`src/rtl/dl_skid_buf_if.sv`:
```
// Handshake bundle for the 2-entry skid buffer: upstream in_* side, downstream
// out_* side, plus the synchronous flush and the occupancy count.
interface dl_skid_buf_if #(
  parameter int NUM_BITS = 32
);
  // A beat moves on a channel exactly on a rising edge where valid and ready are
  // both 1; a producer holding valid keeps its data stable until that edge.
  logic                flush;
  logic                in_valid;
  logic [NUM_BITS-1:0] in_data;
  logic                in_ready;
  logic                out_valid;
  logic [NUM_BITS-1:0] out_data;
  logic                out_ready;
  logic [1:0]          count;

  modport slave (
    input  flush, in_valid, in_data, out_ready,
    output in_ready, out_valid, out_data, count
  );

  modport master (
    output flush, in_valid, in_data, out_ready,
    input  in_ready, out_valid, out_data, count
  );
endinterface

```
`src/rtl/dl_skid_buf.sv`:
```
// Two-entry valid/ready skid buffer: MAIN drives out_data, SKID catches the one
// beat accepted while downstream stalls, so in_ready never depends on out_ready.
module dl_skid_buf #(
  parameter int                  NUM_BITS = 32,
  parameter logic [NUM_BITS-1:0] RST_VAL  = '0
) (
  input  logic         clk,
  input  logic         rst_n,
  dl_skid_buf_if.slave bus,
  output logic [1:0]   state_dbg
);

  typedef enum logic [1:0] {
    EMPTY = 2'd0,
    ONE   = 2'd1,
    FULL  = 2'd2
  } state_t;

  state_t              state_q, state_n;
  logic [NUM_BITS-1:0] main_q, main_n;
  logic [NUM_BITS-1:0] skid_q, skid_n;
  logic [1:0]          count_q, count_n;
  logic                in_fire;
  logic                out_fire;

  // in_ready comes only from registered state, flush and reset.
  assign bus.in_ready  = (state_q != FULL) & ~bus.flush & rst_n;
  assign bus.out_valid = (state_q == ONE) | (state_q == FULL);
  assign bus.out_data  = main_q;
  assign bus.count     = count_q;
  assign state_dbg     = state_q;

  assign in_fire  = bus.in_valid & bus.in_ready;
  assign out_fire = bus.out_valid & bus.out_ready;

  always_comb begin
    state_n = state_q;
    main_n  = main_q;
    skid_n  = skid_q;
    count_n = count_q;
    if (bus.flush) begin
      state_n = EMPTY;
      main_n  = RST_VAL;
      skid_n  = RST_VAL;
      count_n = 2'd0;
    end else begin
      case (state_q)
        EMPTY: begin
          if (in_fire) begin
            state_n = ONE;
            main_n  = bus.in_data;
            count_n = 2'd1;
          end
        end
        ONE: begin
          if (in_fire && out_fire) begin
            main_n = bus.in_data;
          end else if (in_fire) begin
            state_n = FULL;
            skid_n  = bus.in_data;
            count_n = 2'd2;
          end else if (out_fire) begin
            state_n = EMPTY;
            count_n = 2'd0;
          end
        end
        FULL: begin
          if (out_fire) begin
            state_n = ONE;
            main_n  = skid_q;
            count_n = 2'd1;
          end
        end
        // The unused encoding falls back to EMPTY and drops whatever it held.
        default: begin
          state_n = EMPTY;
          count_n = 2'd0;
        end
      endcase
    end
  end

  always_ff @(posedge clk or negedge rst_n) begin
    if (!rst_n) begin
      state_q <= EMPTY;
      main_q  <= RST_VAL;
      skid_q  <= RST_VAL;
      count_q <= 2'd0;
    end else begin
      state_q <= state_n;
      main_q  <= main_n;
      skid_q  <= skid_n;
      count_q <= count_n;
    end
  end

endmodule

```
`src/flat_wrapper.sv`:
```
// flat-port wrapper written by rule: the top's interface ports become plain ports
module dl_skid_buf_flat 
#(
  parameter int                  NUM_BITS = 32,
  parameter logic [NUM_BITS-1:0] RST_VAL  = '0
)
  (clk, rst_n, state_dbg, bus_flush, bus_in_valid, bus_in_data, bus_out_ready, bus_in_ready, bus_out_valid, bus_out_data, bus_count);
  dl_skid_buf_if #(.NUM_BITS(NUM_BITS)) bus_i ();
  input  logic clk;
  input  logic rst_n;
  output logic [1:0] state_dbg;
  input wire logic [$bits(bus_i.flush)-1:0] bus_flush;
  input wire logic [$bits(bus_i.in_valid)-1:0] bus_in_valid;
  input wire logic [$bits(bus_i.in_data)-1:0] bus_in_data;
  input wire logic [$bits(bus_i.out_ready)-1:0] bus_out_ready;
  output wire logic [$bits(bus_i.in_ready)-1:0] bus_in_ready;
  output wire logic [$bits(bus_i.out_valid)-1:0] bus_out_valid;
  output wire logic [$bits(bus_i.out_data)-1:0] bus_out_data;
  output wire logic [$bits(bus_i.count)-1:0] bus_count;
  assign bus_i.flush = bus_flush;
  assign bus_i.in_valid = bus_in_valid;
  assign bus_i.in_data = bus_in_data;
  assign bus_i.out_ready = bus_out_ready;
  assign bus_in_ready = bus_i.in_ready;
  assign bus_out_valid = bus_i.out_valid;
  assign bus_out_data = bus_i.out_data;
  assign bus_count = bus_i.count;
  dl_skid_buf #(.NUM_BITS(NUM_BITS), .RST_VAL(RST_VAL)) u_core (.clk(clk), .rst_n(rst_n), .bus(bus_i), .state_dbg(state_dbg));
endmodule
```
`config.mk`:
```
export PLATFORM = sky130hd
export DESIGN_NAME = dl_skid_buf_flat
export DESIGN_NICKNAME = d
export VERILOG_FILES = /design/src/rtl/dl_skid_buf_if.sv /design/src/rtl/dl_skid_buf.sv /design/src/flat_wrapper.sv
export SDC_FILE = /design/constraint.sdc
export NUM_CORES = 1
export LEC_CHECK = 0
export BUFFER_PORTS_ARGS = -buffer_cell sky130_fd_sc_hd__buf_4
export CAP_MARGIN = 25
export CORE_AREA = 2 2 96 98
export CTS_BUF_LIST = sky130_fd_sc_hd__clkbuf_8
export CTS_CLUSTER_SIZE = 24
export DETAILED_ROUTE_END_ITERATION = 7
export DIE_AREA = 0 0 98 100
export GPL_TIMING_DRIVEN = 1
export MAX_ROUTING_LAYER = met4
export PLACE_DENSITY = 0.72
export SLEW_MARGIN = 20
export SYNTH_ARGS = -nofsm -noshare
export SYNTH_HDL_FRONTEND = slang
export SYNTH_SLANG_ARGS = --single-unit
```
`constraint.sdc`:
```
create_clock -name clk -period 2.06 [get_ports clk]
set_clock_uncertainty 0.15 [all_clocks]
set_input_delay 0.309 -clock clk [delete_from_list [all_inputs] [get_ports clk]]
set_output_delay 0.309 -clock clk [all_outputs]
set_load 0.05 [all_outputs]
```
After elaboration in Yosys (flattened, before gate mapping)
Cells that the tools add are included.
Word-level totals
  register bits after elaboration: 66
  bits of input ports: 37
  output and inout bits: 38
  word-level logic and storage cells: 41
Operators by class
  eq/ne operators: 9
  multiplexer cells: 15
  bitwise logic cells: 6
  reduce and logical (&&, ||, !) cells: 8
Operator list (number)
  32-bit two-way mux: 7
  32-bit case mux with 3 select lines: 1
  2-bit two-way mux: 6
  4-bit AND reduction: 2
  3-bit by 2-bit inequality test with 1-bit output, second input constant: 2
  3-bit inequality test, second input constant: 2
  2-bit case mux with 3 select lines: 1
  1-bit bitwise AND: 4
  2-bit inequality test, second input constant: 2
  4-bit by 2-bit inequality test with 1-bit output, second input constant: 1
  2-bit nonzero test: 2
  4-bit nonzero test: 1
  3-bit AND reduction: 1
  2-bit by 1-bit == test with 1-bit output, second input constant: 1
  2-bit == test, second input constant: 1
  2-bit logical NOT: 1
  1-bit logical AND: 1
  1-bit inverter: 1
  1-bit bitwise OR: 1

Logic depth before layout (Yosys ltp)
Gate-level depths: netlist of the first run.
  depth after elaboration: 8
  depth in mapped cells: 9
  gate-level depth less buffers: 6

Least setup slack after synthesis of the first run
Ideal clock, no wire load.
  kind: register to output
  from: register u_core.state_q[0] (netlist: u_core.state_dbg[0])
  to: output bus_in_ready
  data arrival time: 2.565 ns
  required time: 1.601 ns
  slack: -0.964 ns
  stages on the path, launching flop included: 6
  path buffers: 2
  cells stage by stage: dfrtp_1 inv_1 ha_1 buf_6 buf_2 nor3b_1
On the way
  cells in the longest elaborated chain, start to end: 3
Ends and longest elaborated chain
  start, declared: line dl_skid_buf.sv:19  | state_t state_q, state_n;
  start signal, assigned: line dl_skid_buf.sv:90  | state_q <= state_n;
  2-bit inequality test: line dl_skid_buf.sv:27  | assign bus.in_ready = (state_q != FULL) & ~bus.flush & rst_n;
  1-bit bitwise AND (2 in a row): line dl_skid_buf.sv:27
  end, declared: line flat_wrapper.sv:16  | output wire logic [$bits(bus_i.in_ready)-1:0] bus_in_ready;
Every way passes these cells.

Worst setup path in the final report of the first run
  from: register u_core.state_q[1] (netlist: u_core.state_dbg[1])
  to: register u_core.main_q[14] (netlist: u_core.bus.out_data[14])
On the way
  cells in the longest elaborated chain, start to end: 7
  elaborated cells between the ends (all ways): 17
  classes of those cells: eq/ne (6); mux (2); bitwise (5); reduce/logical (4)
Ends and longest elaborated chain
  2-bit inequality test: line dl_skid_buf.sv:27
  1-bit bitwise AND (2 in a row): line dl_skid_buf.sv:27
  1-bit bitwise AND: line dl_skid_buf.sv:33  | assign in_fire = bus.in_valid & bus.in_ready;
  1-bit logical AND: line dl_skid_buf.sv:56  | if (in_fire && out_fire) begin
  3-bit inequality test (no source line)
  4-bit AND reduction (no source line)
  end signal, assigned: line dl_skid_buf.sv:91  | main_q <= main_n;
  end, declared: line dl_skid_buf.sv:20  | logic [NUM_BITS-1:0] main_q, main_n;
Parallel ways exist; a longest one is shown, timed or not.
A chain may end at the register's enable or synchronous reset.

==> impl_metrics.prom, run 1 <==
# TYPE chip_impl_metric gauge
chip_impl_metric{name="wl_met3",unit="um"} 346
chip_impl_metric{name="detail_route.wl_per_cell",unit="um"} 15.0
chip_impl_metric{name="synth_enable_flop_cells",unit=""} 0
chip_impl_metric{name="sequential_area",unit="um2"} 1650
chip_impl_metric{name="via_count_of_the_first_global_routing_pass",unit=""} 2498
chip_impl_info{name="path_cells",value="inv_2, ha_4, nor2_4, o31ai_4, a21oi_4, buf_6, clkbuf_16, mux2_4"} 1
chip_impl_metric{name="route.final.wire_length",unit="um"} 7720
chip_impl_metric{name="core.rowCount",unit=""} 35
chip_impl_metric{name="post-synth-top-area-fraction",unit="%"} 48.4
chip_impl_info{name="cts.root.buffer_cell",value="sky130_fd_sc_hd__clkbuf_8"} 1
chip_impl_metric{name="grt_overflow",unit=""} 0
chip_impl_metric{name="ys_seq_area_share",unit="%"} 48.4
chip_impl_metric{name="synth.lib_cells_used.distinct",unit=""} 27
chip_impl_metric{name="port-buffer-count",unit=""} 74
chip_impl_metric{name="core",unit="um2"} 8890
chip_impl_metric{name="start_util",unit="%"} 38.4
chip_impl_metric{name="die_area",unit="um2"} 9800
chip_impl_metric{name="worst_skew_pair.late_latency",unit="ns"} 0.34
chip_impl_metric{name="critPathMaxStageDelay",unit="ns"} 0.44
chip_impl_metric{name="nFillCells",unit=""} 786
chip_impl_metric{name="clock_period_minus_worst_slack",unit="ns"} 2.01
chip_impl_metric{name="drive_above_1_share",unit="%"} 40.7
chip_impl_metric{name="timing.critical_path.fanout_max",unit=""} 6
chip_impl_metric{name="yosys_register_bits",unit=""} 66
chip_impl_info{name="cp_slowest_cell",value="sky130_fd_sc_hd__dfrtp_2"} 1
chip_impl_metric{name="final.setup.worst_slack",unit="ns"} 0.0550
chip_impl_metric{name="multi_input_area",unit="um2"} 1690
chip_impl_metric{name="async_reset_ff_share",unit="%"} 100
chip_impl_info{name="critPathLaunchType",value="register"} 1
chip_impl_metric{name="vias",unit=""} 2491
chip_impl_metric{name="clkSinkCount",unit=""} 66
chip_impl_metric{name="post_synth.cell_area_avg",unit="um2"} 11.0
chip_impl_metric{name="die_y",unit="um"} 100
chip_impl_info{name="cts_tree",value="done"} 1
chip_impl_metric{name="globalplace.congestion",unit=""} 0.806
chip_impl_metric{name="ant_nets",unit=""} 0
chip_impl_metric{name="overall_power",unit="W"} 0.00497
chip_impl_metric{name="sum_of_met2_wire_segment_lengths_after_detailed_routing",unit="um"} 3600
chip_impl_metric{name="flow.area_growth_from_synthesis",unit="%"} 33.6
chip_impl_metric{name="max_clock_freq",unit="MHz"} 499
chip_impl_metric{name="gate_count_after_technology_mapping",unit=""} 310
chip_impl_metric{name="design.portCount",unit=""} 75
chip_impl_metric{name="final_setup_violation_count",unit=""} 0
chip_impl_metric{name="dp_slack",unit="ns"} -0.0492
chip_impl_metric{name="syn_nets",unit=""} 351
chip_impl_metric{name="die_w",unit="um"} 98
chip_impl_metric{name="cts_buffers",unit=""} 9
chip_impl_metric{name="clk_pin_slew",unit="ns"} 0.08
chip_impl_metric{name="crit_arrival",unit="ns"} 2.08
chip_impl_metric{name="cts-htree-levels",unit=""} 3
chip_impl_metric{name="hold_viol_final",unit=""} 0
chip_impl_metric{name="final-max-slew-violation-count",unit=""} 0
chip_impl_metric{name="antenna_violations_before_repair",unit=""} 0
chip_impl_metric{name="post-route-period-util",unit="%"} 97.3
chip_impl_metric{name="detail_route.iter0.violations",unit=""} 125
chip_impl_info{name="timing.hold.worst.class",value="in2reg"} 1
chip_impl_metric{name="detail_route.vias_per_cell",unit=""} 4.85
chip_impl_metric{name="grt_util_all_layers",unit="%"} 16.9
chip_impl_metric{name="ys.warnings.count",unit=""} 0
chip_impl_metric{name="post_synth_instance_area",unit="um2"} 3420
chip_impl_info{name="synth.largest_area_cell",value="sky130_fd_sc_hd__dfrtp_1"} 1
chip_impl_metric{name="grt_first_pass_wirelength",unit="um"} 12700
chip_impl_metric{name="detailed_place_hpwl",unit="um"} 5250
chip_impl_info{name="run_status",value="finished clean"} 1
chip_impl_metric{name="max_slew.worst_pin.slew",unit="ns"} 0.838
chip_impl_metric{name="cts_buffer_depth",unit=""} 2
chip_impl_metric{name="power.density_cell_area",unit="nW/um2"} 1090
chip_impl_metric{name="finish.net_count",unit=""} 439
chip_impl_metric{name="drt_pass1_iterations",unit=""} 4
chip_impl_metric{name="wl_met1",unit="um"} 3700
chip_impl_metric{name="antenna-diode-count",unit=""} 0
chip_impl_metric{name="timing.max_cap.violations",unit=""} 0
chip_impl_metric{name="ir_drop",unit="mV"} 0.484
chip_impl_metric{name="largest_net_degree_at_the_start_of_global_routing",unit=""} 67
chip_impl_metric{name="max_slew_headroom",unit="%"} 44.2
chip_impl_info{name="max_layer_used",value="met4"} 1
chip_impl_metric{name="post-route-drc-count",unit=""} 0
chip_impl_info{name="worst-setup-path-type",value="reg2reg"} 1
chip_impl_metric{name="worst_ep_required_time",unit="ns"} 2.14
chip_impl_info{name="ys_top_cells_by_count",value="sky130_fd_sc_hd__dfrtp_1 (66), sky130_fd_sc_hd__nand2_1 (66), sky130_fd_sc_hd__nor2_1 (35), sky130_fd_sc_hd__mux2i_1 (32), sky130_fd_sc_hd__nand3b_1 (32)"} 1
chip_impl_info{name="critPathCaptureType",value="register"} 1
chip_impl_metric{name="p_leak",unit="nW"} 2.29
chip_impl_info{name="synth_top_cells_by_area",value="sky130_fd_sc_hd__dfrtp_1 (48%), sky130_fd_sc_hd__mux2_4 (13%), sky130_fd_sc_hd__mux2i_1 (9.4%)"} 1
chip_impl_info{name="synthFlopType",value="sky130_fd_sc_hd__dfrtp_1"} 1
power by group:
group / internal [W] / switching, W
registers: 0.00152 / 0.000151
clock network: 0.000717 / 0.000521
logic: 0.000863 / 0.00120
total: 0.00310 / 0.00187
layout by cell type (no fill, tap or decap), types with 2 or more instances in the layout:
master and instances:
sky130_fd_sc_hd__clkinvlp_4 2, sky130_fd_sc_hd__mux2_2 3, sky130_fd_sc_hd__mux2i_1 32, sky130_fd_sc_hd__buf_6 4, sky130_fd_sc_hd__bufinv_16 2, sky130_fd_sc_hd__buf_12 2, sky130_fd_sc_hd__nand3b_1 32, sky130_fd_sc_hd__dfrtp_1 64
sky130_fd_sc_hd__clkbuf_8 10, sky130_fd_sc_hd__nand2_1 65, sky130_fd_sc_hd__nor2_1 34, sky130_fd_sc_hd__ha_4 2, sky130_fd_sc_hd__buf_4 92, sky130_fd_sc_hd__dfrtp_2 2, sky130_fd_sc_hd__mux2_4 30, sky130_fd_sc_hd__ha_1 2
sky130_fd_sc_hd__and3_1 2
stage by stage:
stage	cell area, um2	utilization (%)	cells	TNS (ns)	hold slack, ns
after detailed placement	4170	46.9	489	-0.539	0.342
after CTS	4480	50.4	510	-0.00643	0.00133
after global routing	4560	51.3	514	-0.0743	0.0136
final	4560	51.3	514	0	0.0163
after floorplan	3460	-	310	-3.94	-0.137
after global placement	4170	46.9	489	0	0.338
cells by family (layout without fill, tap and decap cells):
| family | Yosys count | count (layout) | share of synthesized area (%) |
|---|---|---|---|
| AO/OA/AOI/OAI | 8 | 8 | 1.87 |
| buffers and inverters | 26 | 119 | 4.21 |
| flip-flops | 66 | 66 | 48.4 |
| XOR/XNOR | 1 | 1 | 0.256 |
| adder cells (fa/ha/maj) | 4 | 4 | 1.47 |
| multiplexers | 65 | 65 | 23.6 |
| AND/OR/NAND/NOR | 140 | 140 | 20.3 |
worst max-delay path, delay by kind of cell, from the launching register on:
family / cells / cell delay, ns
mux: 1 / 0.29
flops: 1 / 0.44
simple gates: 1 / 0.11
compound gates: 2 / 0.29
buf+inv: 3 / 0.40
fa+ha+maj: 1 / 0.22
path summary, 6_finish.rpt:
check                           slack (ns)                       to           startpoint  cells past startpoint
worst max-delay path                  0.05  u_core.bus.out_data[14]  u_core.state_dbg[1]                      8
worst min-delay path                  0.02        u_core.skid_q[17]      bus_in_data[17]                      3
worst max register to register        0.05  u_core.bus.out_data[14]  u_core.state_dbg[1]                      8
worst min register to register        0.36        u_core.skid_q[25]    u_core.skid_q[25]                      2
max in group asynchronous             1.07      u_core.state_dbg[0]                rst_n                      2
min in group asynchronous             0.10        u_core.skid_q[21]                rst_n                      2
sequential cells by signal, summed over array words and instances, names as in the netlist:
name	count
u_core.bus.out_data	32
u_core.skid_q	32
u_core.state_dbg	2
final cells by class:
| type | count | area share, % |
|---|---|---|
| clock inverters | 6 | 1.95 |
| well taps | 111 | 3.04 |
| multi-input cells | 218 | 37.0 |
| inverters | 2 | 0.219 |
| flip-flops and latches | 66 | 36.3 |
| repair buffers | 101 | 18.5 |
| clock buffers | 10 | 3.02 |
timing repair:
| item | 4_1_cts | 5_1_grt |
|---|---|---|
| setup buffers | 3 | 3 |
| hold buffers | 1 | 0 |
| resized for setup | 2 | 8 |
| cloned | 1 | 1 |
| setup endpoints to repair | 32 | 28 |
| pin swaps | 1 | 5 |
| endpoints found under the hold margin | 1 | 0 |
per-layer routing:
metal,vias to the layer above,GRT usage [%]
li1,1216,-
met1,1215,23.2
met2,54,25.3
met3,6,4.11
met4,0,4.27
met5,-,-
Note: power is estimated with default switching activity, not from simulation.
==> inputs of run 2 (changes only) <==
==> constraint.sdc (replaced) <==
create_clock -name clk -period 2.06 [get_ports clk]
set_clock_uncertainty 0.15 [all_clocks]
set_input_delay 0.412 -clock clk [delete_from_list [all_inputs] [get_ports clk]]
set_output_delay 0.412 -clock clk [all_outputs]
set_load 0.05 [all_outputs]
==> impl_metrics.prom, run 2 (synthesized netlist as in run 1, its figures left out) <==
# TYPE chip_impl_metric gauge
chip_impl_info{name="run_status",value="complete, but fails checks"} 1
chip_impl_info{name="failing_checks",value="setup timing"} 1
chip_impl_metric{name="nFillCells",unit=""} 810
chip_impl_metric{name="max_slew_headroom",unit="%"} 39.9
chip_impl_metric{name="flow.area_growth_from_synthesis",unit="%"} 33.6
chip_impl_metric{name="die_w",unit="um"} 98
chip_impl_metric{name="detailed_place_hpwl",unit="um"} 5050
chip_impl_metric{name="final_cell_count_no_fill",unit=""} 515
chip_impl_metric{name="cts-htree-levels",unit=""} 3
chip_impl_metric{name="clkSinkCount",unit=""} 66
chip_impl_metric{name="antenna_violations_before_repair",unit=""} 0
chip_impl_metric{name="detail_route.vias_per_cell",unit=""} 4.94
chip_impl_metric{name="max_slew.worst_pin.slew",unit="ns"} 0.898
chip_impl_metric{name="finish.net_count",unit=""} 442
chip_impl_metric{name="vias",unit=""} 2545
chip_impl_metric{name="detail_route.iter0.violations",unit=""} 65
chip_impl_metric{name="post-route-period-util",unit="%"} 100
chip_impl_metric{name="globalplace.congestion",unit=""} 0.708
chip_impl_metric{name="max_clock_freq",unit="MHz"} 485
chip_impl_metric{name="worst_skew_pair.late_latency",unit="ns"} 0.34
chip_impl_info{name="critPathLaunchType",value="register"} 1
chip_impl_info{name="final_common_cell",value="sky130_fd_sc_hd__buf_4"} 1
chip_impl_metric{name="core.rowCount",unit=""} 35
chip_impl_metric{name="r2r_slack",unit="ns"} -0.003
chip_impl_metric{name="clock_period_minus_worst_slack",unit="ns"} 2.06
chip_impl_metric{name="timing.critical_path.fanout_max",unit=""} 8
chip_impl_metric{name="cts_buffer_depth",unit=""} 2
chip_impl_metric{name="sequential_area",unit="um2"} 1650
chip_impl_metric{name="final_setup_violation_count",unit=""} 3
chip_impl_metric{name="power.density_cell_area",unit="nW/um2"} 1020
chip_impl_metric{name="crit_arrival",unit="ns"} 2.14
chip_impl_metric{name="multi_input_area",unit="um2"} 1700
chip_impl_metric{name="cts_buffers",unit=""} 9
chip_impl_info{name="critical_path.reg2reg.endpoint",value="u_core.bus.out_data[11]"} 1
chip_impl_metric{name="grt_util_all_layers",unit="%"} 17.1
chip_impl_metric{name="ant_nets",unit=""} 0
chip_impl_metric{name="grt_first_pass_wirelength",unit="um"} 12800
chip_impl_metric{name="post-route-drc-count",unit=""} 0
chip_impl_metric{name="largest_net_degree_at_the_start_of_global_routing",unit=""} 48
chip_impl_metric{name="hold_viol_final",unit=""} 0
chip_impl_metric{name="numPlacedInstances",unit=""} 486
chip_impl_metric{name="via_count_of_the_first_global_routing_pass",unit=""} 2592
chip_impl_metric{name="final.setup.worst_slack",unit="ns"} -0.00284
chip_impl_metric{name="drive_above_1_share",unit="%"} 40.8
chip_impl_metric{name="totalNegativeSetupSlack",unit="ns"} -0.00458
chip_impl_metric{name="p_leak",unit="nW"} 2.30
chip_impl_metric{name="worst_ep_required_time",unit="ns"} 2.13
chip_impl_info{name="cts.root.buffer_cell",value="sky130_fd_sc_hd__clkbuf_8"} 1
chip_impl_metric{name="die_y",unit="um"} 100
chip_impl_info{name="worst-setup-path-type",value="reg2reg"} 1
chip_impl_info{name="critPathCaptureType",value="register"} 1
chip_impl_metric{name="antenna-diode-count",unit=""} 0
chip_impl_metric{name="core",unit="um2"} 8890
chip_impl_info{name="worst_r2r_startpoint",value="u_core.state_dbg[1]"} 1
chip_impl_metric{name="detail_route.wl_per_cell",unit="um"} 15.2
chip_impl_metric{name="ir_drop",unit="mV"} 0.539
chip_impl_metric{name="clk_pin_slew",unit="ns"} 0.07
chip_impl_metric{name="r2r.worst_path.cells",unit=""} 9
chip_impl_metric{name="die_area",unit="um2"} 9800
chip_impl_metric{name="final-max-slew-violation-count",unit=""} 0
chip_impl_metric{name="drt_pass1_iterations",unit=""} 5
chip_impl_info{name="setup_repair_after_global_routing_missed_its_margin",value="yes"} 1
chip_impl_metric{name="timing.max_cap.violations",unit=""} 0
chip_impl_info{name="final_cell_mix",value="sky130_fd_sc_hd__buf_4 (92), sky130_fd_sc_hd__nand2_1 (65), sky130_fd_sc_hd__dfrtp_1 (64)"} 1
chip_impl_metric{name="fin_util",unit="%"} 51.3
chip_impl_info{name="timing.hold.worst.class",value="in2async"} 1
chip_impl_metric{name="design.portCount",unit=""} 75
chip_impl_metric{name="grt_overflow",unit=""} 0
chip_impl_metric{name="port-buffer-count",unit=""} 74
chip_impl_metric{name="start_util",unit="%"} 38.4
chip_impl_info{name="cts_tree",value="done"} 1
chip_impl_metric{name="route.final.wire_length",unit="um"} 7850
[run 2: worst max-delay path by stage]
stage / start / to / slack [ns] / depth (start not counted)
global route: u_core.state_dbg[1] / u_core.bus.out_data[11] / -0.06 / 9
detailed placement: u_core.state_dbg[0] / u_core.bus.out_data[7] / -0.06 / 7
global placement: u_core.state_dbg[0] / u_core.bus.out_data[7] / -0.002 / 7
CTS: u_core.state_dbg[1] / u_core.bus.out_data[24] / -0.06 / 9
finish: u_core.state_dbg[1] / u_core.bus.out_data[11] / -0.003 / 9
floorplan: u_core.state_dbg[0] / u_core.bus.out_data[0] / -0.13 / 7
[run 2: worst max-delay path, cell delays in order, from the launching register on]
cell and delay (ns):
sky130_fd_sc_hd__dfrtp_2 0.43, sky130_fd_sc_hd__buf_6 0.13, sky130_fd_sc_hd__inv_4 0.06, sky130_fd_sc_hd__ha_4 0.22, sky130_fd_sc_hd__nand2_4 0.10, sky130_fd_sc_hd__o31ai_4 0.09
sky130_fd_sc_hd__a21oi_4 0.17, sky130_fd_sc_hd__buf_6 0.16, sky130_fd_sc_hd__buf_12 0.15, sky130_fd_sc_hd__mux2_4 0.30
[run 2: layer usage]
layer	part of all wire [%]	up-vias	GRT usage [%]
li1	-	1210	-
met1	47	1260	22.4
met2	47	61	25.9
met3	3.8	14	3.62
met4	1.9	0	7.48
met5	0	-	-
[run 2: repair_timing]
action | CTS | global route
setup endpoints to repair | 33 | 34
gates resized for setup | 12 | 1
pin swaps | 0 | 4
hold buffers | 1 | 0
endpoints found under the hold margin | 19 | 0
setup buffers | 6 | 5
gates cloned | 2 | 2
[run 2: through the flow]
| step | hold WS [ns] | power, W | area [um2] | setup slack (ns) |
|---|---|---|---|---|
| 6_report | 0.0764 | 0.00468 | 4560 | -0.00284 |
| 5_1_grt | 0.111 | 0.00490 | 4560 | -0.0577 |
| 4_1_cts | 0.100 | 0.00467 | 4500 | -0.0569 |
| 3_5_place_dp | 0.317 | 0.00361 | 4160 | -0.0608 |
| 3_3_place_gp | 0.311 | 0.00357 | 4160 | -0.00183 |
| 2_1_floorplan | -0.0336 | 0.00303 | 3460 | -0.126 |
[run 2: layout make-up]
cell class	instances	area share (%)
flip-flops and latches	66	36.2
clock buffers	10	3.02
well taps	111	3.04
inverters	2	0.219
repair buffers	104	19.9
clock inverters	4	0.439
multi-input cells	218	37.1
[run 2: where the power goes]
group	switching, W	total [W]	leakage, nW	internal [W]
clock	0.000473	0.000920	0.0875	0.000447
sequential	0.000147	0.00167	0.882	0.00152
combinational	0.00121	0.00209	1.33	0.000878
total	0.00183	0.00468	2.30	0.00285
